File: src/rtl/gcd_controller.sv
// gcd_controller: control FSM for a 16-bit subtractive GCD datapath.
// Ports: clk, rst (async high), start, in_valid/in_ready operand handshake,
//   lt/gt/eq compare flags in; lda/ldb, sel1/sel2/sel_in datapath controls,
//   busy/done/error status and iter_count out.
`timescale 1ns/1ps
module gcd_controller #(
   parameter int MAX_ITER = 65535,
   parameter int CNT_W    = 16
) (
   input  logic             clk,
   input  logic             rst,
   input  logic             start,
   input  logic             in_valid,
   output logic             in_ready,
   input  logic             lt,
   input  logic             gt,
   input  logic             eq,
   output logic             lda,
   output logic             ldb,
   output logic             sel1,
   output logic             sel2,
   output logic             sel_in,
   output logic             busy,
   output logic             done,
   output logic             error,
   output logic [CNT_W-1:0] iter_count
);

   typedef enum logic [2:0] {
      IDLE,
      LOAD_A,
      LOAD_B,
      CALC,
      DONE,
      ERR
   } state_t;

   localparam logic [CNT_W-1:0] MAX_C = CNT_W'(MAX_ITER);

   state_t     state, state_nx;
   logic       cnt_clr;
   logic       cnt_inc;
   logic [1:0] flag_cnt;

   assign flag_cnt = {1'b0, lt} + {1'b0, gt} + {1'b0, eq};

   always_ff @(posedge clk or posedge rst) begin
      if (rst) begin
         state <= IDLE;
      end else begin
         state <= state_nx;
      end
   end

   // Saturating counter; the timeout check normally stops loads first,
   // the guard keeps it from wrapping regardless.
   always_ff @(posedge clk or posedge rst) begin
      if (rst) begin
         iter_count <= '0;
      end else if (cnt_clr) begin
         iter_count <= '0;
      end else if (cnt_inc && iter_count != MAX_C) begin
         iter_count <= iter_count + 1'b1;
      end
   end

   always_comb begin
      state_nx = state;
      cnt_clr  = 1'b0;
      cnt_inc  = 1'b0;
      in_ready = 1'b0;
      lda      = 1'b0;
      ldb      = 1'b0;
      sel1     = 1'b0;
      sel2     = 1'b0;
      sel_in   = 1'b0;
      busy     = 1'b0;
      done     = 1'b0;
      error    = 1'b0;
      unique case (state)
         IDLE: begin
            if (start) begin
               state_nx = LOAD_A;
               cnt_clr  = 1'b1;
            end
         end
         LOAD_A: begin
            busy     = 1'b1;
            in_ready = 1'b1;
            sel_in   = 1'b1;
            if (in_valid) begin
               lda      = 1'b1;
               state_nx = LOAD_B;
            end
         end
         LOAD_B: begin
            busy     = 1'b1;
            in_ready = 1'b1;
            sel_in   = 1'b1;
            if (in_valid) begin
               ldb      = 1'b1;
               state_nx = CALC;
            end
         end
         CALC: begin
            busy = 1'b1;
            // Flags must be one-hot before they are trusted.
            if (flag_cnt != 2'd1) begin
               state_nx = ERR;
            end else if (eq) begin
               state_nx = DONE;
            end else if (iter_count == MAX_C) begin
               state_nx = ERR;
            end else if (gt) begin
               sel2    = 1'b1;
               lda     = 1'b1;
               cnt_inc = 1'b1;
            end else begin
               sel1    = 1'b1;
               ldb     = 1'b1;
               cnt_inc = 1'b1;
            end
         end
         DONE: begin
            done = 1'b1;
            if (start) begin
               state_nx = LOAD_A;
               cnt_clr  = 1'b1;
            end
         end
         ERR: begin
            error = 1'b1;
            if (start) begin
               state_nx = LOAD_A;
               cnt_clr  = 1'b1;
            end
         end
         default: begin
            state_nx = IDLE;
         end
      endcase
   end

endmodule

File: config.mk
export PLATFORM = sky130hd
export DESIGN_NAME = gcd_controller
export DESIGN_NICKNAME = d
export VERILOG_FILES = /design/src/rtl/gcd_controller.sv
export SDC_FILE = /design/constraint.sdc
export NUM_CORES = 1
export LEC_CHECK = 0
export CAP_MARGIN = 20
export CORE_MARGIN = 2
export CORE_UTILIZATION = 44
export CTS_CLUSTER_DIAMETER = 50
export DETAILED_ROUTE_END_ITERATION = 6
export PLACE_DENSITY_LB_ADDON = 0.05
export SLEW_MARGIN = 20
export SYNTH_ARGS = -nofsm -noshare
export SYNTH_HDL_FRONTEND = slang
export SYNTH_SLANG_ARGS = --single-unit
File: constraint.sdc
create_clock -name clk -period 2 [get_ports clk]
set_input_delay 0.4 -clock clk [delete_from_list [all_inputs] [get_ports clk]]
set_output_delay 0.4 -clock clk [all_outputs]
set_load 0.005 [all_outputs]
Word level (Yosys, flattened, before mapping)
Cells that the tools add are included.

operators by class
  bitwise operators = 0
  multiplexer cells = 32
  order comparisons = 0
  reductions and logical operators = 7
  $add $sub $neg = 3
  $mul = 0
  shifts and indexed selects = 0
  divide/modulo/power cells = 0
  equal/unequal tests = 12

operators by type and width
  kind                                                  number
  two-way mux 16 bit                                    2
  two-way mux 1 bit                                     21
  two-way mux 3 bit                                     6
  adder 16 x 1 -> 16 bit (second input constant)        1
  equality test 16 bit (second input constant)          1
  != test 16 bit (second input constant)                1
  one-hot mux 3 bit (4 select lines)                    1
  equality test 3 x 2 -> 1 bit (second input constant)  2
  equality test 3 bit (second input constant)           2
  OR reduction 3 bit                                    2
  != test 2 x 1 -> 1 bit (second input constant)        2
  != test 2 bit (second input constant)                 2
  != test 4 bit (second input constant)                 1
  one-hot mux 1 bit (2 select lines)                    2
  AND reduction 4 bit                                   1
  equality test 3 x 1 -> 1 bit (second input constant)  1
  zero test 3 bit                                       1
  adder 1 x 1 -> 2 bit                                  1
  adder 2 x 1 -> 2 bit                                  1
  nonzero test 2 bit                                    1
  OR reduction 2 bit                                    1
  logical AND 1 bit                                     1

storage, ports and cells
  bits in read-only memories = 0
  RAM bits = 0
  output and inout bits = 25
  logic and storage cells = 56
  bits in latches = 0
  register bits after elaboration = 19
  memories kept = 0

Logic depth before layout (Yosys ltp)
Gate-level depths: netlist of run 1.

  word-level depth = 8
  mapped depth = 7

Worst setup path before layout of run 1
OpenSTA, ideal clock, no wires.

  path type = input to register
  start = input lt
  end = register iter_count[11]
  library setup time = 0.078 ns
  buffers on the path = 1
  arrival = 2.551 ns
  stages = 7
  slack = -0.629 ns
  cell sequence = inv_1 fa_1 or3b_1 or4_4 buf_6 or4_1 a21oi_1

between the ends
  longest elaborated chain between the ends = 7

ends and longest elaborated chain
  what                                 RTL line  source
  start: declaration                   15        input logic lt,
  adder 1 x 1 -> 2 bit                 45        assign flag_cnt = {1'b0, lt} + {1'b0, gt} + {1'b0, eq};
  adder 2 x 1 -> 2 bit                 45
  != test 2 x 1 -> 1 bit               108       if (flag_cnt != 2'd1) begin
  two-way mux 1 bit                    108
  two-way mux 1 bit                    80        unique case (state)
  logical AND 1 bit                    62        end else if (cnt_inc && iter_count != MAX_C) begin
  nonzero test 2 bit (no source line)  --
  end signal: assignment               63        iter_count <= iter_count + 1'b1;
  end: declaration                     26        output logic [CNT_W-1:0] iter_count

Every way passes these cells.
A chain may end at the register's enable or synchronous reset.

Final worst setup path of run 1
  start = input eq
  end = register iter_count[11]

between the ends
  longest elaborated chain between the ends = 6
  elaborated cells on any way between the ends = 7
  those cells by class = 1 x add/sub; 1 x eq/ne; 3 x mux; 2 x reduce/logical

ends and longest elaborated chain
  what                                   RTL line  source
  start: declaration                     17        input logic eq,
  adder 2 x 1 -> 2 bit                   45
  != test 2 x 1 -> 1 bit                 108
  two-way mux 1 bit *                    108
  two-way mux 1 bit *                    80
  logical AND 1 bit *                    62
  nonzero test 2 bit (no source line) *  --

Mark *: on every way between the ends. The rest lies on a longest branch, timed or not.

==> results.yml, run 1 <==
routing:
  finalWirelength_um: 4290
  postRouteAntennaNets: 0
  routed_via_density: 5.83
  drc: 0
  vias: 1528
  wire_per_inst_um: 16.4
  firstDrtPassIters: 4
  drt_iter0_markers: 40
yosys:
  avgSynthCellArea_um2: 8.53
  synth_enable_flop_cells: 0
  synth_area_leaders: "dfrtp_1, mux2i_1, nand2_1"
  syn_nets: 156
  synth.distinct_cells: 40
  synth_seq_cells: 19
  yosysWarnings: 0
  synth_top_area_cell: "dfrtp_1"
  syn_inst: 147
  synth_top_flop_cell: "dfrtp_1"
  yosysSeqAreaShare: 0.379
  yosys.area.top_type_share: 0.379
  async_flop_share: 1.00
  netlist_area_um2: 1250
setup_path:
  r2r_cells: 7
  rr_startpoint: "iter_count[0]"
  critPathRequiredTime_ns: 2.25
  cp_max_fo: 7
  crit_type: "primary input to flop"
  end_kind: "flop"
  worstSetupStartpointType: "primary input"
  arrival_ns: 2.66
  reg2reg_setup_slack_ns: -0.15
  r2r-end: "state[0]"
floorplanning:
  coreArea_um2: 2730
  ios: 32
  die_y_um: 57.4
  start_util: 0.459
  die-area_um2: 3290
  dieWidth_um: 57.4
  fp-row-count: 19
clocking:
  cts_hold_buffers: 0
  clk_pin_slew_ns: 0.12
  cts_buffers: 3
  cts_buffer_depth: 2
  clock_sinks: 19
  root_buffer: "clkbuf_4"
  cts_tree: "yes"
  clkLatencyLatePin_ns: 0.31
  h-tree-depth: 1
sta:
  layout_min_cycle_time_ns: 2.41
  tightest_slew_ns: 0.801
  setup_viol_count_final: 12
  fin_crit_sh: 1.21
  finClkSkew_ns: 0.0115
  relSlewSlack: 0.462
  fin_ws_ns: -0.411
  rsz0062_at_grt: "yes"
  max_freq_mhz: 415
  final_hold_viol_count: 0
  drv_slew: 0
place:
  port_buffers: 31
  routabilityCongestion: 0.866
  place_hpwl_um: 2820
  pre_cts_ws_ns: -1.29
  placed_cell_area_um2: 1890
global_route:
  grt_pass1_vias: 1499
  antenna_found_initial: 0
  grt_pass1_wl_um: 6800
  grt_max_degree: 20
  track_usage: 0.263
  grt.overflow.total: 0
flow_run:
  cap_violations: 0
finish:
  stdcell_area_um2: 2260
  syn_to_final_growth_pct: 80.5
  drive_gt1_frac: 0.481
  regArea_um2: 475
  nFillCells: 175
  final_nets: 241
  multi_input_area_um2: 923
  antenna_cells: 0
hold_path:
  min_path_type: "primary input to async pin"
power:
  pwr_density_cell_nw_per_um2: 640
  peakVddDrop_uv: 1070
  leakage_uw: 0.000986
run_status:
  violations: "negative setup slack"
  status: "finished with violations"
flip-flops by register name, indices dropped and copies added, names as in the netlist:
signal and cells:
iter_count 16, state 3
cells in the mapped netlist (2+ instances only):
cell type and number:
a21oi_1 11, clkbuf_1 5, nand2_1 16, nor3_1 7, dfrtp_1 19, o31ai_1 4, nand2b_1 5, nor3b_1 2
mux2_2 2, nor4_1 3, nand3_1 10, nor2_1 5, and2_1 3, o41ai_1 3, inv_1 10, nand4_1 3
or4_1 7, o21ai_0 4, mux2i_1 6, or3_1 2
cell families (layout without fill, tap and decap cells):
logic type,count (synthesis),in the layout,share of synthesized area
and+or+nand+nor,71,71,0.315
muxes,8,8,0.0659
buffers and inverters,18,102,0.0639
DFF,19,19,0.379
adders and majority gates,2,2,0.0259
xor gates and xnor gates,1,1,0.00699
AOI/OAI and AO/OA,28,28,0.143
through the flow:
step	hold slack [ns]	util	power (uW)	setup TNS, ns	std cells
after floorplan	0.351	-	823	-3.73	147
after global placement	0.561	0.691	1120	-20.77	241
after detailed placement	0.561	0.691	1150	-21.13	241
after CTS	0.415	0.779	1390	-3.72	256
after global routing	0.443	0.828	1540	-4.23	262
final	0.405	0.828	1450	-3.41	262
critical path: stages:
cell	delay [ns]
buf_8	0.08
inv_4	0.03
fa_1	0.48
or3b_4	0.41
or4_4	0.57
or4_4	0.54
a21oi_2	0.14
routing by layer:
metal | part of all wire | global-route usage | up-vias
li1 | - | - | 709
met1 | 0.42 | 0.326 | 758
met2 | 0.52 | 0.476 | 54
met3 | 0.046 | 0.0317 | 7
met4 | 0.010 | 0.0764 | 0
met5 | 0 | 0 | -
cells in the final DEF (no fill, tap or decap), types with 5 or more instances in the layout:
cell	synthesis	layout
buf_4	1	52
clkdlybuf4s50_1	0	19
nand2b_1	5	5
nand2_1	16	15
dfrtp_1	19	19
inv_1	10	5
mux2i_1	6	6
buf_6	1	6
or4_4	1	8
nand3_1	10	7
a21oi_2	0	8
power breakdown:
part           switching, uW  total (uW)  internal (uW)  leakage [uW]
sequential              18.7         439            420      0.000261
combinational            404         803            399      0.000707
clock                    132         207           74.8     0.0000177
total                    555        1450            894      0.000986
worst max-delay path by stage:
stage                     from              to  slack, ns  depth (start not counted)
after global placement      lt             ldb      -1.26                          8
after floorplan             lt  iter_count[11]      -0.60                          7
after CTS                   eq             ldb      -0.44                          9
after global routing        eq             ldb      -0.46                          9
after detailed placement    lt             ldb      -1.29                          8
final                       eq  iter_count[11]      -0.41                          7
timing repair:
action                     in CTS  in global routing
gates cloned                    0                  0
setup buffers                  13                  7
gates resized for setup        63                 24
pin swaps                      17                 13
setup endpoints to repair      28                 21
area by class of cell:
type / instances / share of cell area
well taps: 31 / 0.0171
inverters: 10 / 0.0210
repair buffers: 88 / 0.332
flip-flops and latches: 19 / 0.210
clock buffers: 3 / 0.00995
clock inverters: 1 / 0.00221
multi-input cells: 110 / 0.408
No activity file was read; power rests on OpenSTA's default activity.
==> inputs of run 2 (changes only) <==
--- a/config.mk
+++ b/config.mk
@@ -7,7 +7,7 @@
 export LEC_CHECK = 0
 export CAP_MARGIN = 20
 export CORE_MARGIN = 2
-export CORE_UTILIZATION = 44
+export CORE_UTILIZATION = 48
 export CTS_CLUSTER_DIAMETER = 50
 export DETAILED_ROUTE_END_ITERATION = 6
 export PLACE_DENSITY_LB_ADDON = 0.05
==> constraint.sdc (replaced) <==
create_clock -name clk -period 2.6 [get_ports clk]
set_input_delay 0.52 -clock clk [delete_from_list [all_inputs] [get_ports clk]]
set_output_delay 0.52 -clock clk [all_outputs]
set_load 0.005 [all_outputs]
==> results.yml, run 2 (synthesis results as in run 1) <==
finish:
  layout.cells.non_filler: 228
  top_regs: "iter_count: 16 flops, state: 3 flops"
  final_cell_mix: "clkdlybuf4s50_1, buf_4, dfrtp_1, nand2_1, nand3_1"
  final_util: 0.758
  final_common_cell: "clkdlybuf4s50_1"
  largest_reg_flops: 16
  drive_gt1_frac: 0.293
  antenna_cells: 0
  syn_to_final_growth_pct: 49.7
  top_register: "iter_count"
  final_nets: 208
setup_path:
  cp_num_cells: 8
  arrival_ns: 2.92
  r2r_cells: 4
  path_cells: "buf_8 > inv_4 > fa_1 > or3b_4 > buf_6 > or4_4 > or4_4 > a21oi_2"
  slowest_delay_ns: 0.57
  cpMostUsedCell: "or4_4"
  cp_slowest_cell: "or4_4"
  cp_max_fo: 5
  critPathBufInv: 3
  crit_type: "primary input to flop"
  end_kind: "flop"
  critPathRequiredTime_ns: 2.84
  critPathTopFamily: "simple AND/OR/NAND/NOR gates"
  worstSetupStartpointType: "primary input"
sta:
  rsz0062_at_grt: "yes"
  timing.hold.ws_ns: 0.557
  fin_ws_ns: -0.0759
  tightest_slew_ns: 0.725
  layout_min_cycle_time_ns: 2.68
  max_freq_mhz: 374
  final_hold_viol_count: 0
  finClkSkew_ns: 0.00215
  fin_crit_sh: 1.03
  relSlewSlack: 0.516
  setup_viol_count_final: 6
  drv_slew: 0
routing:
  drt_iter0_markers: 41
  vias: 1393
  drc: 0
  postRouteAntennaNets: 0
  firstDrtPassIters: 5
  finalWirelength_um: 3750
  wire_per_inst_um: 16.5
  routed_via_density: 6.11
global_route:
  track_usage: 0.268
  grt_busiest_layer: "met2"
  use_met3: 0.0457
  antenna_found_initial: 0
  grt_max_degree: 20
  grt.overflow.total: 0
  grt_pass1_vias: 1242
  grt_use_met1: 0.356
  grt_pass1_wl_um: 5720
  grtUsageMet2: 0.440
floorplanning:
  die_y_um: 55.1
  ios: 32
  die-area_um2: 3040
  start_util: 0.506
  dieWidth_um: 55.1
  fp-row-count: 18
  coreArea_um2: 2480
hold_path:
  min_path_type: "flop to flop"
  holdPathStages: 1
power:
  power_uw: 992
  pwr_density_cell_nw_per_um2: 529
  leakage_uw: 0.000750
  peakVddDrop_uv: 574
run_status:
  violations: "negative setup slack"
  status: "finished with violations"
clocking:
  clk_pin_slew_ns: 0.11
  cts_tree: "yes"
  root_buffer: "clkbuf_4"
  clkLatencyLatePin_ns: 0.31
  cts_buffer_depth: 2
  cts_buffers: 3
  h-tree-depth: 1
  clock_sinks: 19
flow_run:
  cap_violations: 0
place:
  port_buffers: 31
  pre_cts_ws_ns: -0.888
  place_hpwl_um: 2480
  routabilityCongestion: 0.796
  place_inst: 221
==> run 2: cell types whose count changed in the layout (fill, tap and decap cells not counted), moves of 2 or more <==
cell | previous run | this run
a21oi_2 | 8 | 5
dlygate4sd2_1 | 4 | 0
nor3_1 | 4 | 6
or4_1 | 0 | 4
buf_4 | 52 | 21
or4_4 | 8 | 5
clkdlybuf4s50_1 | 19 | 24
nor4_1 | 0 | 2
buf_6 | 6 | 4
nor3_2 | 2 | 0
a21oi_1 | 3 | 6
nand3_1 | 7 | 9
nor4_4 | 3 | 1
==> run 2: cell type report <==
class	count	area, um^2
multi-input cells	111	807
fillers	179	601
repair buffers	54	483
flip-flops and latches	19	475
inverters	10	47.5
well taps	30	37.5
clock buffers	4	26.3
==> run 2: what timing repair did <==
item,4_1_cts,5_1_grt
buffers inserted,2,0
hold buffers,0,0
setup endpoints to repair,13,10
resized for setup,37,20
gates cloned,0,1
pin swaps,8,13
==> run 2: path summary, 6_finish.rpt <==
check | from | end | slack (ns)
hold / removal | iter_count[9] | iter_count[9] | 0.56
max in group asynchronous | rst | iter_count[13] | 1.53
hold reg to reg | iter_count[9] | iter_count[9] | 0.56
min in group asynchronous | rst | state[2] | 0.62
setup reg to reg | state[2] | iter_count[11] | 0.40
setup / recovery | gt | iter_count[11] | -0.08
==> run 2: per-stage QoR <==
step | TNS [ns] | area, um^2
2_1_floorplan | -0.333 | 1260
3_3_place_gp | -10.02 | 1720
3_5_place_dp | -10.81 | 1720
4_1_cts | -0.267 | 1800
5_1_grt | -0.667 | 1880
6_report | -0.216 | 1880
==> run 2: routing by layer <==
layer | up-vias | share of wire
li1 | 646 | -
met1 | 671 | 0.44
met2 | 58 | 0.48
met3 | 18 | 0.051
met4 | 0 | 0.026
met5 | - | 0
==> run 2: worst reg2reg max path: cells and delay by family (launching register included) <==
family          cells  cell delay (ns)
flops               1             0.50
compound gates      1             0.12
simple gates        3             1.51
==> run 2: power by group <==
| group | internal, uW | switching, uW | total, uW | leakage [uW] |
|---|---|---|---|---|
| Clock | 60.0 | 99.4 | 159 | 0.0000150 |
| Combinational | 241 | 218 | 459 | 0.000474 |
| Sequential | 323 | 51.2 | 374 | 0.000261 |
==> inputs of run 3 (changes only) <==
--- a/config.mk
+++ b/config.mk
@@ -7,7 +7,7 @@
 export LEC_CHECK = 0
 export CAP_MARGIN = 20
 export CORE_MARGIN = 2
-export CORE_UTILIZATION = 48
+export CORE_UTILIZATION = 44
 export CTS_CLUSTER_DIAMETER = 50
 export DETAILED_ROUTE_END_ITERATION = 6
 export PLACE_DENSITY_LB_ADDON = 0.05
==> constraint.sdc (replaced) <==
create_clock -name clk -period 3 [get_ports clk]
set_input_delay 0.6 -clock clk [delete_from_list [all_inputs] [get_ports clk]]
set_output_delay 0.6 -clock clk [all_outputs]
set_load 0.005 [all_outputs]
==> results.yml, run 3 (synthesis results as in run 1) <==
sta:
  max_freq_mhz: 342
  setup_viol_count_final: 0
  layout_min_cycle_time_ns: 2.92
  drv_slew: 0
  fin_ws_ns: 0.0792
  rsz0062_at_grt: "no"
  relSlewSlack: 0.506
  finClkSkew_ns: 0.0156
  final_hold_viol_count: 0
  fin_crit_sh: 0.974
  tightest_slew_ns: 0.741
power:
  clock_power_share: 0.156
  leakage_uw: 0.000702
  pwr_density_cell_nw_per_um2: 486
  switching_share: 0.369
  combPwrFrac: 0.451
  peakVddDrop_uv: 460
  p_sw_uw: 309
  internal_power_uw: 529
  seqPwrFrac: 0.393
clocking:
  cts_buffers: 3
  cts_hold_buffers: 0
  cts_buffer_depth: 2
  clkLatencyLatePin_ns: 0.30
  root_buffer: "clkbuf_4"
  h-tree-depth: 1
  cts_tree: "yes"
  clock_sinks: 19
  clk_pin_slew_ns: 0.12
setup_path:
  path_cells: "dlygate4sd2_1 > inv_2 > fa_1 > or3b_4 > nor2_4 > nand3_2 > a21oi_1 > clkdlybuf4s15_1"
  critPathTopFamily: "simple AND/OR/NAND/NOR gates"
  crit_type: "primary input to primary output"
  slowest_delay_ns: 0.49
  critPathRequiredTime_ns: 2.40
  worstSetupStartpointType: "primary input"
  end_kind: "primary output"
  cp_max_fo: 3
  arrival_ns: 2.32
  critPathBufInv: 3
  cp_slowest_cell: "fa_1"
routing:
  routed_via_density: 5.87
  firstDrtPassIters: 4
  drt_iter0_markers: 53
  finalWirelength_um: 3420
  wire_per_inst_um: 15.5
  drc: 0
  vias: 1298
  postRouteAntennaNets: 0
place:
  port_buffers: 31
  routabilityCongestion: 0.834
  place_hpwl_um: 2450
  pre_cts_ws_ns: -0.673
  place_inst: 214
finish:
  final_nets: 200
  layout.cells.non_filler: 221
  drive_gt1_frac: 0.179
  top_regs: "iter_count: 16 flops, state: 3 flops"
  antenna_cells: 0
  regArea_um2: 475
  final_common_cell: "clkdlybuf4s50_1"
  largest_reg_flops: 16
  multi_input_area_um2: 729
  syn_to_final_growth_pct: 37.6
  top_register: "iter_count"
  nFillCells: 267
  final_cell_mix: "clkdlybuf4s50_1, dfrtp_1, nand2_1, buf_4, a21oi_1"
global_route:
  antenna_found_initial: 0
  grt_max_degree: 20
  grt_pass1_vias: 1255
  track_usage: 0.224
  grt.overflow.total: 0
  grt_pass1_wl_um: 5760
flow_run:
  cap_violations: 0
floorplanning:
  ios: 32
  dieWidth_um: 57.4
  fp-row-count: 19
  die_y_um: 57.4
  die-area_um2: 3290
  start_util: 0.459
  coreArea_um2: 2730
hold_path:
  min_path_type: "flop to flop"
run_status:
  status: "complete, no violations"
[run 3: cell types whose count changed in the layout (fill, tap and decap cells not counted), sizes merged]
cell / change
buf: -11
dlygate4sd2: +3
clkbuf: -1
clkdlybuf4s15: +1
clkinv: +1
or4: -1
[run 3: stage by stage]
stage | TNS (ns) | power [uW] | area (um^2) | util | hold slack [ns]
finish | 0 | 838 | 1730 | 0.631 | 0.551
detailed placement | -4.76 | 702 | 1660 | 0.606 | 0.529
CTS | 0 | 838 | 1720 | 0.628 | 0.548
global placement | -3.70 | 688 | 1660 | 0.606 | 0.515
global route | 0 | 906 | 1730 | 0.631 | 0.588
floorplan | 0 | 547 | 1250 | - | 0.506
[run 3: worst paths after layout]
| kind | startpoint | endpoint | slack, ns | cells past startpoint |
|---|---|---|---|---|
| worst min register to register | iter_count[9] | iter_count[9] | 0.55 | 1 |
| worst min-delay path | iter_count[9] | iter_count[9] | 0.55 | 1 |
| min in group asynchronous | rst | iter_count[4] | 0.71 | 2 |
| worst max-delay path | lt | lda | 0.08 | 8 |
| worst max register to register | iter_count[0] | state[0] | 0.68 | 6 |
| max in group asynchronous | rst | iter_count[14] | 1.81 | 2 |
[run 3: routing by layer]
metal,up-vias,wire (um),track usage
li1,627,-,-
met1,624,1600,0.317
met2,41,1630,0.343
met3,6,144,0.0295
met4,0,48,0.0997
met5,-,0,0
[run 3: layout make-up]
| type | instances | share of cell area |
|---|---|---|
| Clock buffer | 3 | 0.0131 |
| Clock inverter | 1 | 0.00290 |
| Inverter | 10 | 0.0218 |
| Multi-Input combinational cell | 110 | 0.423 |
| Sequential cell | 19 | 0.276 |
| Tap cell | 31 | 0.0225 |
| Timing Repair Buffer | 47 | 0.241 |
[run 3: timing repair]
| item | CTS | global route |
|---|---|---|
| setup buffers | 4 | 0 |
| cloned | 0 | 0 |
| endpoints found under the setup margin | 8 | 5 |
| pin swaps | 4 | 5 |
| resized for setup | 19 | 5 |
[run 3: power groups by stage]
stage / clock network (uW) / registers (uW) / logic, uW
floorplan: 0 / 299 / 248
global placement: 0 / 331 / 357
detailed placement: 0 / 333 / 369
CTS: 137 / 327 / 374
global route: 152 / 338 / 416
finish: 131 / 329 / 378
